File: config.mk
export PLATFORM = sky130hd
export DESIGN_NAME = prog_run_sequencer
export DESIGN_NICKNAME = d
export VERILOG_FILES = /design/src/rtl/prog_run_sequencer.sv
export SDC_FILE = /design/constraint.sdc
export NUM_CORES = 1
export LEC_CHECK = 0
export CAP_MARGIN = 40
export CELL_PAD_IN_SITES_DETAIL_PLACEMENT = 0
export CELL_PAD_IN_SITES_GLOBAL_PLACEMENT = 2
export CORE_MARGIN = 5
export CORE_UTILIZATION = 41
export DETAILED_ROUTE_END_ITERATION = 8
export GPL_TIMING_DRIVEN = 0
export PLACE_DENSITY_LB_ADDON = 0.1
export SYNTH_ARGS = -nofsm -noshare
export SYNTH_HDL_FRONTEND = slang
export SYNTH_SLANG_ARGS = --single-unit
File: constraint.sdc
create_clock -name CLK -period 6.68 [get_ports CLK]
set_input_delay 1.336 -clock CLK [delete_from_list [all_inputs] [get_ports CLK]]
set_output_delay 1.336 -clock CLK [all_outputs]
set_load 0.005 [all_outputs]
File: src/rtl/prog_run_sequencer.sv
// prog_run_sequencer: launches a table of program start addresses back to back and records per-program results.
// Define SEQ_TIMEOUT_EN to abort a program's RUN after TIMEOUT_CYCLES without a done edge.
module prog_run_sequencer #(
   parameter int NUM_PROGS = 3,
   parameter int ADDR_W = 8,
   parameter int CNT_W = 16,
   parameter int TIMEOUT_CYCLES = 50000,
   localparam int IW = (NUM_PROGS > 1) ? $clog2(NUM_PROGS) : 1
) (
   input  logic              CLK,
   input  logic              Reset,
   input  logic              go,
   input  logic              wr_en,
   input  logic [IW-1:0]     wr_idx,
   input  logic [ADDR_W-1:0] wr_addr,
   input  logic [IW-1:0]     rd_idx,
   output logic              start,
   output logic [ADDR_W-1:0] start_addr,
   input  logic              done,
   input  logic              halt,
   output logic [CNT_W-1:0]  rd_cycles,
   output logic              rd_halted,
   output logic              rd_timeout,
   output logic              busy,
   output logic              batch_done
);
   localparam logic [2:0] IDLE = 3'd0, LAUNCH = 3'd1, RUN = 3'd2, RECORD = 3'd3, FINISH = 3'd4;
`ifdef SEQ_TIMEOUT_EN
   localparam bit TO_EN = 1'b1;
`else
   localparam bit TO_EN = 1'b0;
`endif
   logic [2:0] state;
   logic [IW-1:0] idx;
   logic [ADDR_W-1:0] tbl [NUM_PROGS];
   logic [CNT_W-1:0] res_cnt [NUM_PROGS];
   logic [CNT_W-1:0] cnt, cnt_inc;
   logic [NUM_PROGS-1:0] res_halt, res_to;
   logic done_q, halted, timed_out, edge_seen, to_hit, last, idle, wr_ok, rd_ok;

   assign idle = (state == IDLE) || (state == FINISH);
   assign last = int'(idx) == NUM_PROGS - 1;
   assign wr_ok = int'(wr_idx) < NUM_PROGS;
   assign rd_ok = int'(rd_idx) < NUM_PROGS;
   assign cnt_inc = &cnt ? cnt : cnt + 1'b1;
   // done_q tracks done through LAUNCH so a level held over from the previous program is not an edge
   assign edge_seen = done & ~done_q;
   assign to_hit = TO_EN & ~edge_seen & (int'(cnt_inc) == TIMEOUT_CYCLES);

   assign start = state == LAUNCH;
   assign start_addr = tbl[idx];
   assign busy = ~idle;
   assign batch_done = state == FINISH;
   assign rd_cycles = rd_ok ? res_cnt[rd_idx] : '0;
   assign rd_halted = rd_ok & res_halt[rd_idx];
   assign rd_timeout = TO_EN & rd_ok & res_to[rd_idx];

   always_ff @(posedge CLK or posedge Reset)
      if (Reset) begin
         state <= IDLE;
         idx <= '0;
         cnt <= '0;
         done_q <= 1'b0;
         halted <= 1'b0;
         timed_out <= 1'b0;
         res_halt <= '0;
         res_to <= '0;
         for (int i = 0; i < NUM_PROGS; i++) begin
            tbl[i] <= '0;
            res_cnt[i] <= '0;
         end
      end else begin
         if (idle && wr_en && wr_ok) tbl[wr_idx] <= wr_addr;
         case (state)
            LAUNCH: begin
               cnt <= '0;
               halted <= 1'b0;
               timed_out <= 1'b0;
               done_q <= done;
               state <= RUN;
            end
            RUN: begin
               cnt <= cnt_inc;
               done_q <= done;
               if (halt) halted <= 1'b1;
               if (edge_seen || to_hit) begin
                  timed_out <= to_hit;
                  state <= RECORD;
               end
            end
            RECORD: begin
               res_cnt[idx] <= cnt;
               res_halt[idx] <= halted;
               res_to[idx] <= timed_out;
               done_q <= 1'b0;
               idx <= last ? idx : idx + 1'b1;
               state <= last ? FINISH : LAUNCH;
            end
            IDLE, FINISH: if (go) begin
               idx <= '0;
               res_halt <= '0;
               res_to <= '0;
               state <= LAUNCH;
            end
            default: state <= IDLE;
         endcase
      end
endmodule

==> results.md <==
- WP buf/inv: 4
- I/O Pins: between 40 and 50
- Net Count, Synth: between 400 and 500
- CTS Hold Bufs: 0
- Pwr dens: between 300 and 400 nW/um^2
- Post-DP HPWL: between 7000 and 8000 microns
- IO buf count: 44
- CP required: ~5300 ps
- Iteration-0 DRC count of the detailed router: 165
- Cells after Synth: ~410
- Final ANT Viol Nets: 0
- Congestion Overflow GR: 0
- HP Class: reg2reg
- Worst path max stage delay: 720 ps
- # resized after CTS: 0
- Layout cells sized above 1: 23.0%
- RSZ-0062 raised after global routing: false
- Synthesized area: ~4700 sq um
- Routed vias: between 3000 and 4000
- Yosys warns: 0
- Worst R2R Start: idx[1]
- Final min period: 5230 ps
- Status: finished clean
- Core Area: between 10000 and 15000 sq um
- Hold Path End: res_cnt[9]
- Peak Freq: between 0.15 and 0.2 GHz
- Actual slew at the worst max-slew pin: slightly above 800 ps
- Htree depth: 3
- Fin. max-slew vios: 0
- Final setup violation count: 0
- CTS tree: yes
- First-pass GRT wire length: approximately 18000 microns
- RePlAce Congestion: 0.732
- Area Growth Syn to Fin: 21.9%
- Post-synth cell types: 51
- Drt first pass iters: 4
- Critical path peak fanout: 10
- Post-CTS Setup Inserts: 0
- Worst path slowest cell: clkdlybuf4s50_1
- Number of flops mapped to enable cells by yosys: 0
- Worst Setup Start Kind: input pin
- Final wirelength: ~11000 microns
- Final hold violations: 0
- Rows: 39
- Delay-heaviest family, CP: buffers and inverters
- Syn avg cell area: 11.5 sq um
- Commonest cells after routing, fill and taps aside: 98 x dfrtp_1, 64 x mux2_2, 48 x nand2_1
- Placed Area: roughly 5300 sq um
- Via density: about 5.3
- R2r setup slk: between 4000 and 5000 ps
- CTS Buf Count: 9
- #FFs+latches synth: 98
- # DRC: 0
- Post-route cell area: 5720 sq um
- Clock root cell: clkbuf_16
- Hold Path Origin: res_cnt[9]
- Terminus of the critical flop-to-flop path: res_cnt[20]
- LEAKAGE: between 2 and 3 nW
- Final net count: around 490
- Placement Setup Slack: 1460 ps
- Total negative slack: 0 ps
- Final hold slack: roughly 480 ps
- Critical Path, Cell by Cell: clkdlybuf4s50_1 > nor2b_1 > clkbuf_1 > clkbuf_1 > nand2_1 > o21ai_0 > clkdlybuf4s50_1
- Reg2Reg Depth: 6
- Crit path arrival time: 3900 ps
- Total track usage: between 10% and 20%
- Clock-pin slew on the worst setup and hold paths: 70 ps
- Most frequently used flop master after synthesis: dfrtp_1
- ANT cells: 0
- CP endpoint kind: primary output
- Antenna violations before repair: 0
- WS Path Type: in2out
- Slew Limit Headroom: a little under half
- Clock buffer depth: 2
- # fillers: 1038
- Seq/Total Area, Yosys: between 50% and 60%
- Routed WL per cell: around 17 microns
- Clk_skew: between 5 and 6 ps
- Vias in the first global route: 3328
- Worst vdd ir: between 0.00015 and 0.0002 V
- Sink Count: 98
- Final Power: 2.15 mW
- Initial core utilization: between 40 and 50%
- Die Y: between 100 and 150 microns
- Depth of the worst hold-timing path: 2
- Clk_lat worst skew: between 300 and 400 ps
- Fin worst setup slack: approximately 1400 ps
- Commonest non-fill, non-tap cell in the layout: dfrtp_1
- Die Width: 117 microns
- Largest net degree at the start of global routing: 54
- Final period util: between 70% and 80%
- Die ar.: roughly 14000 sq um
- # Max-Cap Violations: 0
- Synth async-reset ratio: 100%
cells in the mapped netlist, types with 2 or more instances:
library cell | instances | area, sq um
buf_1 | 2 | 7.51
buf_2 | 7 | 35.0
a31oi_1 | 3 | 18.8
clkbuf_1 | 13 | 48.8
a31oi_2 | 6 | 75.1
a22o_1 | 4 | 35.0
nor4_1 | 2 | 12.5
or4_1 | 2 | 15.0
dfrtp_1 | 98 | 2450
nand3_1 | 7 | 35.0
o21ai_0 | 44 | 220
nand4b_1 | 2 | 17.5
nand2b_1 | 2 | 12.5
and4_1 | 2 | 17.5
buf_6 | 2 | 22.5
ha_1 | 4 | 50.1
nand4_1 | 4 | 25.0
inv_1 | 10 | 37.5
nor3_1 | 3 | 15.0
mux2i_1 | 29 | 290
a211o_1 | 2 | 17.5
nor2_1 | 10 | 37.5
nor2b_1 | 2 | 12.5
o211ai_1 | 2 | 15.0
o21a_1 | 3 | 22.5
a21oi_1 | 5 | 25.0
mux2_2 | 64 | 721
o211ai_2 | 2 | 25.0
nand2_1 | 48 | 180
or3b_1 | 2 | 17.5
state kept, by name (all words and copies together), names as in the netlist:
name / count
res_cnt: 48
tbl: 24
cnt: 16
res_halt: 3
state: 3
idx: 2
done_q: 1
halted: 1
report_power, final:
group | switching (mW) | internal, mW | total [mW]
clock network | 0.221 | 0.413 | 0.635
registers | 0.0765 | 0.729 | 0.805
logic | 0.363 | 0.345 | 0.708
total | 0.661 | 1.49 | 2.15
through the flow:
stage	instances	utilization, %
finish	612	50.5
global route	612	50.5
CTS	611	50.4
detailed placement	595	47.2
global placement	594	46.9
floorplan	407	-
worst register-to-register path, cell delays in order, from the launching register on:
cell      delay, ps
dfrtp_1         360
clkbuf_1        610
inv_1           140
ha_1            220
nand2_1          70
clkbuf_1        620
mux2_2          410
per-layer routing:
metal  vias up  wire (microns)  GRT usage [%]
met3        13             427           3.24
met4         0             200           6.96
li1       1581               -              -
met5         -               0              0
met1      1605            4990           23.1
met2        61            5090           27.5
worst max path at each step:
stage,from,to,slack (ps),depth (start not counted)
finish,rd_idx[0],rd_cycles[13],1450,7
global route,rd_idx[0],rd_cycles[14],1230,7
CTS,rd_idx[0],rd_cycles[13],1450,7
detailed placement,rd_idx[0],rd_cycles[13],1460,7
global placement,Reset,res_cnt[26],1200,2
floorplan,Reset,cnt[0],2780,1
kinds of logic (layout without fill, tap and decap cells):
| family | count (synthesis) | after routing | share of synthesized area [%] |
|---|---|---|---|
| compound gates | 79 | 79 | 11.3 |
| xor+xnor | 2 | 2 | 0.373 |
| fa+ha+maj | 4 | 4 | 1.07 |
| buf+inv | 36 | 98 | 3.47 |
| flops | 98 | 98 | 52.3 |
| mux | 93 | 93 | 21.5 |
| other cells | 1 | 1 | 0.0799 |
| simple gates | 94 | 94 | 9.92 |
final cells by class:
class | instances | area [sq um] | share of cell area [%]
plain buffers | 25 | 121 | 2.12
multi-input cells | 273 | 2080 | 36.3
repair buffers | 46 | 479 | 8.38
inverters | 11 | 43.8 | 0.765
well taps | 143 | 179 | 3.13
flip-flops and latches | 98 | 2450 | 42.9
clock inverters | 5 | 125 | 2.19
clock buffers | 11 | 243 | 4.24
No activity file was read; power rests on OpenSTA's default activity.
